### src/rtl/apb_mem_pkg.sv
// Shared types for the APB-style request master: default widths,
// FSM state encoding and the queued command layout.
package apb_mem_pkg;

   localparam int unsigned WIDTH_DEF      = 32;
   localparam int unsigned ADDR_WIDTH_DEF = 4;

   typedef enum logic [1:0] {
      ST_IDLE   = 2'd0,
      ST_SETUP  = 2'd1,
      ST_ACCESS = 2'd2,
      ST_RESP   = 2'd3
   } state_e;

   // Queued command at the default widths; the master packs the same
   // fields in the same order (wr_rd, addr, wdata) at its own widths.
   typedef struct packed {
      logic                      wr_rd;
      logic [ADDR_WIDTH_DEF-1:0] addr;
      logic [WIDTH_DEF-1:0]      wdata;
   } cmd_t;

endpackage

### src/rtl/apb_cmd_fifo.sv
// Synchronous command FIFO with registered occupancy count.
// Push is ignored when full, pop is ignored when empty; a simultaneous
// push and pop leaves the count unchanged.
module apb_cmd_fifo #(
   parameter int unsigned DATA_W = 37,
   parameter int unsigned DEPTH  = 4,
   localparam int unsigned PTR_W = $clog2(DEPTH),
   localparam int unsigned CNT_W = $clog2(DEPTH) + 1
) (
   input  logic              clk_i,
   input  logic              rst_ni,
   input  logic              push_i,
   input  logic [DATA_W-1:0] data_i,
   input  logic              pop_i,
   output logic [DATA_W-1:0] data_o,
   output logic              full_o,
   output logic              empty_o,
   output logic [CNT_W-1:0]  count_o
);

   localparam logic [CNT_W-1:0] FULL_CNT = CNT_W'(DEPTH);

   logic [DATA_W-1:0] mem_r [DEPTH];
   logic [PTR_W-1:0]  wr_ptr_r;
   logic [PTR_W-1:0]  rd_ptr_r;
   logic [CNT_W-1:0]  count_r;
   logic              push_s;
   logic              pop_s;

   assign push_s  = push_i & (count_r != FULL_CNT);
   assign pop_s   = pop_i & (count_r != {CNT_W{1'b0}});
   assign full_o  = (count_r == FULL_CNT);
   assign empty_o = (count_r == {CNT_W{1'b0}});
   assign count_o = count_r;
   assign data_o  = mem_r[rd_ptr_r];

   // Pointer and occupancy bookkeeping.
   always_ff @(posedge clk_i or negedge rst_ni) begin
      if (!rst_ni) begin
         wr_ptr_r <= {PTR_W{1'b0}};
         rd_ptr_r <= {PTR_W{1'b0}};
         count_r  <= {CNT_W{1'b0}};
      end else begin
         if (push_s) begin
            wr_ptr_r <= wr_ptr_r + PTR_W'(1);
         end
         if (pop_s) begin
            rd_ptr_r <= rd_ptr_r + PTR_W'(1);
         end
         if (push_s && !pop_s) begin
            count_r <= count_r + CNT_W'(1);
         end else if (pop_s && !push_s) begin
            count_r <= count_r - CNT_W'(1);
         end
      end
   end

   // Storage array; contents need no reset because count gates every read.
   always_ff @(posedge clk_i) begin
      if (push_s) begin
         mem_r[wr_ptr_r] <= data_i;
      end
   end

endmodule

### src/rtl/apb_req_master.sv
// Host-command to memory-slave bridge: queues host commands, runs one
// SETUP/ACCESS transfer at a time with an ACCESS timeout, and returns a
// response (read data or error) through a valid/ready handshake.
module apb_req_master
   import apb_mem_pkg::*;
#(
   parameter int unsigned WIDTH      = WIDTH_DEF,
   parameter int unsigned ADDR_WIDTH = ADDR_WIDTH_DEF,
   parameter int unsigned FIFO_DEPTH = 4,
   parameter int unsigned TIMEOUT    = 16
) (
   input  logic                  clk_i,
   input  logic                  rst_ni,
   input  logic                  cmd_valid_i,
   output logic                  cmd_ready_o,
   input  logic                  cmd_wr_rd_i,
   input  logic [ADDR_WIDTH-1:0] cmd_addr_i,
   input  logic [WIDTH-1:0]      cmd_wdata_i,
   output logic                  rsp_valid_o,
   input  logic                  rsp_ready_i,
   output logic [WIDTH-1:0]      rsp_rdata_o,
   output logic                  rsp_err_o,
   output logic                  valid_o,
   output logic                  wr_rd_o,
   output logic [ADDR_WIDTH-1:0] addr_o,
   output logic [WIDTH-1:0]      wdata_o,
   input  logic                  ready_i,
   input  logic [WIDTH-1:0]      rdata_i
);

   localparam int unsigned CMD_W = 1 + ADDR_WIDTH + WIDTH;
   localparam int unsigned CNT_W = $clog2(FIFO_DEPTH) + 1;
   localparam int unsigned TMO_W = $clog2(TIMEOUT + 1);
   localparam logic [TMO_W-1:0] TMO_LAST = TMO_W'(TIMEOUT - 1);
   localparam logic [CNT_W:0]   FULL_NXT = (CNT_W + 1)'(FIFO_DEPTH);

   state_e            state_r;
   logic [TMO_W-1:0]  tmo_cnt_r;
   logic              cmd_ready_r;
   logic              valid_r;
   logic              wr_rd_r;
   logic [ADDR_WIDTH-1:0] addr_r;
   logic [WIDTH-1:0]  wdata_r;
   logic              rsp_valid_r;
   logic [WIDTH-1:0]  rsp_rdata_r;
   logic              rsp_err_r;

   logic [CMD_W-1:0]  fifo_head_s;
   logic              fifo_full_s;
   logic              fifo_empty_s;
   logic [CNT_W-1:0]  fifo_count_s;
   logic              push_s;
   logic              pop_s;
   logic [CNT_W:0]    cnt_next_s;

   // Full check is redundant with cmd_ready_r but keeps the FIFO safe
   // against any disagreement between the two views of occupancy.
   assign push_s     = cmd_valid_i & cmd_ready_r & ~fifo_full_s;
   assign pop_s      = (state_r == ST_IDLE) & ~fifo_empty_s;
   assign cnt_next_s = {1'b0, fifo_count_s}
                     + {{CNT_W{1'b0}}, push_s}
                     - {{CNT_W{1'b0}}, pop_s};

   apb_cmd_fifo #(
      .DATA_W (CMD_W),
      .DEPTH  (FIFO_DEPTH)
   ) u_cmd_fifo (
      .clk_i   (clk_i),
      .rst_ni  (rst_ni),
      .push_i  (push_s),
      .data_i  ({cmd_wr_rd_i, cmd_addr_i, cmd_wdata_i}),
      .pop_i   (pop_s),
      .data_o  (fifo_head_s),
      .full_o  (fifo_full_s),
      .empty_o (fifo_empty_s),
      .count_o (fifo_count_s)
   );

   // Registered "queue not full": tracks the FIFO count one edge ahead so
   // the output never depends on the same-cycle pop and is low in reset.
   always_ff @(posedge clk_i or negedge rst_ni) begin
      if (!rst_ni) begin
         cmd_ready_r <= 1'b0;
      end else begin
         cmd_ready_r <= (cnt_next_s != FULL_NXT);
      end
   end

   // Transfer FSM with registered slave-side and response-side outputs.
   always_ff @(posedge clk_i or negedge rst_ni) begin
      if (!rst_ni) begin
         state_r     <= ST_IDLE;
         tmo_cnt_r   <= {TMO_W{1'b0}};
         valid_r     <= 1'b0;
         wr_rd_r     <= 1'b0;
         addr_r      <= {ADDR_WIDTH{1'b0}};
         wdata_r     <= {WIDTH{1'b0}};
         rsp_valid_r <= 1'b0;
         rsp_rdata_r <= {WIDTH{1'b0}};
         rsp_err_r   <= 1'b0;
      end else begin
         case (state_r)
            ST_IDLE: begin
               if (pop_s) begin
                  {wr_rd_r, addr_r, wdata_r} <= fifo_head_s;
                  state_r <= ST_SETUP;
               end
            end
            ST_SETUP: begin
               valid_r   <= 1'b1;
               tmo_cnt_r <= {TMO_W{1'b0}};
               state_r   <= ST_ACCESS;
            end
            ST_ACCESS: begin
               if (ready_i) begin
                  valid_r     <= 1'b0;
                  rsp_rdata_r <= wr_rd_r ? {WIDTH{1'b0}} : rdata_i;
                  rsp_err_r   <= 1'b0;
                  rsp_valid_r <= 1'b1;
                  state_r     <= ST_RESP;
               end else if (tmo_cnt_r == TMO_LAST) begin
                  valid_r     <= 1'b0;
                  rsp_rdata_r <= {WIDTH{1'b0}};
                  rsp_err_r   <= 1'b1;
                  rsp_valid_r <= 1'b1;
                  state_r     <= ST_RESP;
               end else begin
                  tmo_cnt_r <= tmo_cnt_r + TMO_W'(1);
               end
            end
            ST_RESP: begin
               if (rsp_ready_i) begin
                  rsp_valid_r <= 1'b0;
                  state_r     <= ST_IDLE;
               end
            end
            default: begin
               valid_r     <= 1'b0;
               rsp_valid_r <= 1'b0;
               state_r     <= ST_IDLE;
            end
         endcase
      end
   end

   assign cmd_ready_o = cmd_ready_r;
   assign valid_o     = valid_r;
   assign wr_rd_o     = wr_rd_r;
   assign addr_o      = addr_r;
   assign wdata_o     = wdata_r;
   assign rsp_valid_o = rsp_valid_r;
   assign rsp_rdata_o = rsp_rdata_r;
   assign rsp_err_o   = rsp_err_r;

endmodule

### config.mk
export PLATFORM = sky130hd
export DESIGN_NAME = apb_req_master
export DESIGN_NICKNAME = d
export VERILOG_FILES = /design/src/rtl/apb_mem_pkg.sv /design/src/rtl/apb_cmd_fifo.sv /design/src/rtl/apb_req_master.sv
export SDC_FILE = /design/constraint.sdc
export NUM_CORES = 1
export LEC_CHECK = 0
export CAP_MARGIN = 30
export CORE_MARGIN = 3
export CORE_UTILIZATION = 50
export CTS_BUF_LIST = sky130_fd_sc_hd__clkbuf_16
export CTS_CLUSTER_SIZE = 8
export DETAILED_ROUTE_END_ITERATION = 10
export GPL_TIMING_DRIVEN = 0
export PLACE_DENSITY_LB_ADDON = 0.05
export SETUP_SLACK_MARGIN = 0.5
export SLEW_MARGIN = 40
export SYNTH_ARGS = -nofsm -noshare
export SYNTH_HDL_FRONTEND = slang
export SYNTH_SLANG_ARGS = --single-unit
### constraint.sdc
create_clock -name clk_i -period 5.45 [get_ports clk_i]
set_input_delay 1.09 -clock clk_i [delete_from_list [all_inputs] [get_ports clk_i]]
set_output_delay 1.09 -clock clk_i [all_outputs]
set_load 0.005 [all_outputs]
==> results of run 1 <==
## logic make-up after synthesis
family | count (synthesis) | synth area share (%)
compound gates | 48 | 2.90
xor+xnor | 8 | 0.773
fa+ha+maj | 17 | 2.51
buf+inv | 41 | 1.95
flops | 235 | 73.1
mux | 41 | 9.68
simple gates | 207 | 9.11
## state kept, by name, indices dropped and copies added, names as in the netlist
| signal | cells |
|---|---|
| u_cmd_fifo.wr_ptr_r | 2 |
| u_cmd_fifo.count_o | 3 |
| valid_o | 1 |
| cmd_ready_o | 1 |
| u_cmd_fifo.mem_r | 148 |
| addr_o | 4 |
| wdata_o | 32 |
| u_cmd_fifo.rd_ptr_r | 2 |
| tmo_cnt_r | 5 |
| rsp_err_o | 1 |
| state_r | 2 |
| wr_rd_o | 1 |
| rsp_rdata_o | 32 |
| rsp_valid_o | 1 |
## cell type report
class | count | share of cell area (%)
buffer | 28 | 1.07
clock inverter | 24 | 0.933
tap | 225 | 2.36
inverter | 13 | 0.409
sequential | 235 | 55.5
clock buffer | 36 | 7.55
timing repair buffer | 151 | 13.2
multi-input combinational | 321 | 19.0
## layer usage
metal | routed length (um) | part of all wire, % | GRT usage, % | vias to the layer above
li1 | - | - | - | 2516
met1 | 7710 | 42 | 24.8 | 2613
met2 | 9200 | 50 | 33.5 | 164
met3 | 1190 | 6.5 | 4.48 | 33
met4 | 354 | 1.9 | 5.46 | 0
met5 | 0 | 0 | 0 | -
## per-stage QoR
| step | util (%) | TNS [ps] | setup WS, ps | instances |
|---|---|---|---|---|
| CTS | 68.1 | 0 | 2210 | 1033 |
| global placement | 61.6 | -3910 | -55.2 | 968 |
| finish | 68.1 | 0 | 2300 | 1033 |
| floorplan | - | 0 | 2610 | 597 |
| detailed placement | 62.3 | 0 | 1910 | 973 |
| global route | 68.1 | 0 | 1910 | 1033 |
## cell usage after synthesis
cell	n	share of area, %
inv_1	13	0.54
edfxtp_1	148	49
o21ai_0	38	2.1
a21o_1	2	0.17
xnor2_1	5	0.48
nand3_1	4	0.22
nor2_1	2	0.083
nor3b_1	3	0.25
a311oi_1	1	0.097
a21oi_1	3	0.17
nor2b_1	2	0.14
nor3_1	2	0.11
mux4_2	37	9.2
nand2_1	185	7.7
o32a_1	1	0.11
mux2i_1	1	0.11
ha_1	15	2.1
fa_1	2	0.44
o311ai_0	1	0.097
dfrtp_1	87	24
mux2_2	3	0.37
nand2b_1	2	0.14
or3b_1	1	0.097
and2_1	4	0.28
a21boi_1	1	0.083
buf_2	12	0.66
and3_1	1	0.069
buf_4	2	0.17
or3_1	1	0.069
xor2_1	3	0.29
clkbuf_1	14	0.58
o31ai_1	1	0.083
## worst max path at each step
stage / slack [ps] / to / start / cells past startpoint
after floorplan: 2610 / u_cmd_fifo.mem_r[0][0] / cmd_valid_i / 3
after global placement: -60 / wdata_o[21] / rst_ni / 1
after detailed placement: 1910 / cmd_ready_o / cmd_valid_i / 9
after CTS: 2210 / cmd_ready_o / u_cmd_fifo.count_o[1] / 11
after global routing: 1910 / cmd_ready_o / u_cmd_fifo.count_o[1] / 11
final: 2300 / cmd_ready_o / u_cmd_fifo.count_o[1] / 11
## worst max-delay path, stage by stage, from the launching register on
cell      delay, ps
dfrtp_1         470
o31ai_1         640
inv_1           150
clkbuf_1        310
ha_1            360
inv_1            60
ha_1            160
inv_1            60
fa_1            480
nand2b_1         70
nor3_1          180
mux2i_1          90
## power groups by stage
stage	clock network (uW)	registers (uW)	logic (uW)
after floorplan	0	2730	1220
final	1900	2710	2240
after global placement	0	2730	2180
after CTS	1950	2710	2290
after detailed placement	0	2740	2290
after global routing	2040	2760	2500
==> flow_summary.yaml, run 1 <==
run_status:
  status: "complete, no violations"
clocking:
  ctsRootBufferMaster: "clkbuf_16"
  clock_path_buffers: 3
  clk_latency_ps: 490
  setup_fix_bufs_post_cts: 0
  cts.htree.levels: 2
  cts_buffers: 35
  cts.hold.buffers_added: 0
  cts_tree: "yes"
  ctsResizeCount: 0
  tritoncts_num_sinks: 235
  clkTransAtPathRegs_ps: 50
drt:
  detail_route.wl_per_cell_um: 17.9
  drc_errors: 0
  vias_per_cell: 5.16
  dr.first_iter.drc_count: 193
  final_antenna_net_count: 0
  vias: 5326
  drt_wl_total_mm: 18.5
  detailedRoute.firstPassIterationCount: 6
critical_path:
  critical_path_required_ps: 5820
  worst-r2r-setup-slack_ps: 2300
  worstPathMaxFanout: 10
  setup.worst_path.class: "reg2reg"
  critical_path.startpoint_type: "flop"
  ff2ff_path_depth: 11
  worstReg2RegEnd: "cmd_ready_o"
  critical_path.reg2reg.startpoint: "u_cmd_fifo.count_o[1]"
  worst_ep_arrival_time_ps: 3520
  cp-end-kind: "flop"
power:
  power.net_switching_uw: 2020
  total_power_uw: 6840
  combPwrFrac_pct: 32.7
  power_frac_seq_pct: 39.5
  power_per_cell_area_nw_per_um2: 573
  ir_drop_mv: 0.334
  cellInternalPower_uw: 4820
  clkPwrFrac_pct: 27.8
  cellLeakagePower_uw: 0.00473
  switching_share_pct: 29.6
yosys:
  synthesis.instances: 597
  syn_nets: 688
  yosysWarningCount: 0
  synth.ff_latch_count: 235
  synth_seq_area_share_pct: 73.1
  syn-cell-area_um2: 9060
  synth.avg_cell_area_um2: 15.2
  yosysUniqueCellTypes: 32
timing:
  timing.final.crit_period_ps: 3150
  max_clock_freq_mhz: 318
  whs_ps: 467
  timing.final.setup_violations: 0
  hold_viol: 0
  worst_pin_slew_ps: 739
  slew-limit-headroom_pct: 50.8
  clock-skew-final_ps: 14.3
  unrepaired_setup_endpoints_after_global_routing: "no"
  final_count_of_pins_violating_max_slew: 0
  min_period_over_period_pct: 57.8
hold_path:
  min_to: "wdata_o[21]"
  hold_path_startpoint: "wdata_o[21]"
  holdCritPathClass: "reg2reg"
  hold_path_depth: 2
placed_design:
  dpl_cell_area_um2: 10900
  routabilityCongestion: 0.835
  port_buffers: 146
  dp_hpwl_mm: 11.9
floorplan:
  die_w_um: 141
  core_region_area_um2: 17500
  std_cell_rows: 48
  dieArea_um2: 19800
  initial_utilization_pct: 51.7
  die_height_um: 141
  floorplan.io_pins: 147
final_layout:
  layout.cells.most_common: "nand2_1"
  fillers: 1206
  multi_input_area_um2: 2270
  fin_nets: 876
  syn_to_final_growth_pct: 31.7
  final_layout_size_suffix_gt1_share_pct: 12.7
  post-route-cell-area_um2: 11900
  layout.cells.most_common_list: "185 x nand2_1, 148 x edfxtp_1, 145 x clkdlybuf4s50_1, 87 x dfrtp_1, 38 x o21ai_0"
  seq_area_um2: 6620
  diodes: 0
grt:
  grt_max_degree: 61
  grt_pass1_wl_mm: 30.2
  vias_in_the_first_global_route: 5738
  grt.overflow.total: 0
  number_of_antenna_violations_at_the_first_check_in_global_routing: 0
  grt_use_total_pct: 19.4
job:
  max-cap-violations: 0
(Power assumes the default switching activity.)
==> run 2: changes to the inputs <==
==> constraint.sdc (replaced) <==
create_clock -name clk_i -period 2.9 [get_ports clk_i]
set_input_delay 0.58 -clock clk_i [delete_from_list [all_inputs] [get_ports clk_i]]
set_output_delay 0.58 -clock clk_i [all_outputs]
set_load 0.005 [all_outputs]
==> run 2 against run 1 <==
Clock power increased by 85%; final cell count increased by 2.0%; first-iteration DRC count increased by 59%; hold slack improved by 1.1 ps; clock-buffer cell count decreased by 1; largest cell class unchanged; via count increased by 3.1%; flip-flop and latch count unchanged; setup slack got worse by 1900 ps; wire length increased by 4.0%.
==> flow_summary.yaml, run 2 (same netlist as run 1, synthesis figures left out) <==
critical_path:
  critical_path.startpoint_type: "flop"
  setup.worst_path.class: "reg2reg"
  critical_path.reg2reg.startpoint: "u_cmd_fifo.count_o[2]"
  worst_ep_arrival_time_ps: 2860
  cp-end-kind: "flop"
  critical_path_required_ps: 3270
  worst-r2r-setup-slack_ps: 410
  ff2ff_path_depth: 11
  worstReg2RegEnd: "cmd_ready_o"
  worstPathMaxFanout: 2
  worstSetupStartpoint: "u_cmd_fifo.count_o[2]"
floorplan:
  dieArea_um2: 19800
  die_height_um: 141
  floorplan.io_pins: 147
  core_region_area_um2: 17500
  std_cell_rows: 48
  initial_utilization_pct: 51.7
  die_w_um: 141
drt:
  detail_route.wl_per_cell_um: 18.2
  dr.first_iter.drc_count: 307
  vias_per_cell: 5.21
  vias: 5493
  final_antenna_net_count: 0
  drt_wl_total_mm: 19.2
  drc_errors: 0
  detailedRoute.firstPassIterationCount: 4
final_layout:
  fillers: 1179
  diodes: 0
  syn_to_final_growth_pct: 35.1
  layout.cells.most_common_list: "184 x nand2_1, 148 x edfxtp_1, 145 x clkdlybuf4s50_1, 84 x dfrtp_1"
  layout.cells.most_common: "nand2_1"
  fin_nets: 898
  top_register: "u_cmd_fifo.mem_r"
  final_layout_size_suffix_gt1_share_pct: 17.5
  final_core_utilization_pct: 69.8
  largest_register_ffs: 148
power:
  cellLeakagePower_uw: 0.00487
  combPwrFrac_pct: 36.2
  power_frac_seq_pct: 37.7
  switching_share_pct: 30.1
  ir_drop_mv: 0.662
  power_per_cell_area_nw_per_um2: 1100
  power.net_switching_uw: 4050
  clkPwrFrac_pct: 26.1
  cellInternalPower_uw: 9410
clocking:
  clock_path_buffers: 3
  cts_tree: "yes"
  ctsRootBufferMaster: "clkbuf_16"
  clkTransAtPathRegs_ps: 50
  cts_buffers: 35
  cts.htree.levels: 2
  tritoncts_num_sinks: 235
  clk_latency_ps: 500
run_status:
  status: "complete, no violations"
timing:
  clock-skew-final_ps: 16.8
  hold_viol: 0
  worst_pin_slew_ps: 696
  final_count_of_pins_violating_max_slew: 0
  timing.final.crit_period_ps: 2490
  slew-limit-headroom_pct: 53.6
  unrepaired_setup_endpoints_after_global_routing: "yes"
  min_period_over_period_pct: 85.9
  postLayoutSetupSlackWorst_ps: 407
  timing.final.setup_violations: 0
  max_clock_freq_mhz: 401
grt:
  grt_max_degree: 57
  vias_in_the_first_global_route: 5798
  number_of_antenna_violations_at_the_first_check_in_global_routing: 1
  grt_use_total_pct: 19.9
  grt_pass1_wl_mm: 30.8
  grt.overflow.total: 0
hold_path:
  hold_path_depth: 2
  hold_path_startpoint: "wdata_o[11]"
  holdCritPathClass: "reg2reg"
  min_to: "wdata_o[11]"
job:
  max-cap-violations: 0
placed_design:
  routabilityCongestion: 0.798
  dpl_worst_slack_ps: -186
  dp_hpwl_mm: 11.9
  port_buffers: 146
[run 2: cell count changes in the layout (fill, tap and decap cells not counted), moves of 3 or more]
| cell | before | now |
|---|---|---|
| clkbuf_1 | 14 | 9 |
| inv_1 | 34 | 31 |
| ha_1 | 15 | 12 |
| buf_4 | 2 | 22 |
| dfrtp_1 | 87 | 84 |
| dfrtp_2 | 0 | 3 |
| ha_4 | 0 | 3 |
[run 2: area by class of cell]
| class | count | area [um2] | share of cell area, % |
|---|---|---|---|
| buffer | 28 | 173 | 1.41 |
| clock buffer | 35 | 876 | 7.15 |
| clock inverter | 24 | 119 | 0.971 |
| inverter | 13 | 51.3 | 0.419 |
| multi-input combinational | 321 | 2360 | 19.3 |
| sequential | 235 | 6630 | 54.1 |
| tap | 225 | 282 | 2.30 |
| timing repair buffer | 173 | 1760 | 14.3 |
[run 2: timing repair]
item,CTS,global route
gates cloned,0,1
hold buffers,1,0
pin swaps,3,3
gates resized for setup,17,22
endpoints found under the hold margin,31,0
buffers inserted,17,3
setup endpoints to repair,32,47
[run 2: metal layers]
layer	up-vias	global-route usage, %	share of wire, %
met5	-	0	0.068
met4	2	6.37	1.8
met3	31	4.51	7.0
met2	181	33.4	51
met1	2717	26.2	41
li1	2562	-	-
[run 2: worst max path at each step]
| stage | endpoint | slack (ps) | cells past startpoint |
|---|---|---|---|
| 6_report | cmd_ready_o | 410 | 11 |
| 3_5_place_dp | cmd_ready_o | -190 | 9 |
| 4_1_cts | cmd_ready_o | 410 | 11 |
| 3_3_place_gp | wdata_o[18] | -2090 | 1 |
| 2_1_floorplan | cmd_ready_o | 510 | 11 |
| 5_1_grt | cmd_ready_o | 330 | 11 |
[run 2: power by group through the flow]
stage	Combinational (uW)	Sequential, uW	Clock [uW]
floorplan	2310	5130	0
global placement	4120	5130	0
detailed placement	4330	5150	0
CTS	4680	5090	3620
global route	5370	5170	3790
finish	4870	5070	3520
[run 2: metrics by stage]
| stage | setup TNS, ps | hold WS (ps) | cell area (um2) | instances | power [uW] |
|---|---|---|---|---|---|
| after detailed placement | -186 | 461 | 10900 | 973 | 9490 |
| after global placement | -305580 | 458 | 10800 | 968 | 9250 |
| after CTS | 0 | 475 | 12100 | 1050 | 13400 |
| final | 0 | 468 | 12200 | 1054 | 13500 |
| after floorplan | 0 | 284 | 9080 | 597 | 7430 |
| after global routing | 0 | 498 | 12200 | 1054 | 14300 |
[run 2: critical path: stages, from the launching register on]
cell,delay [ps]
dfrtp_2,420
o31ai_4,340
inv_2,80
clkbuf_16,160
ha_4,210
inv_4,50
ha_4,130
inv_2,40
fa_2,590
nand2b_4,70
nor3_4,180
mux2i_1,90
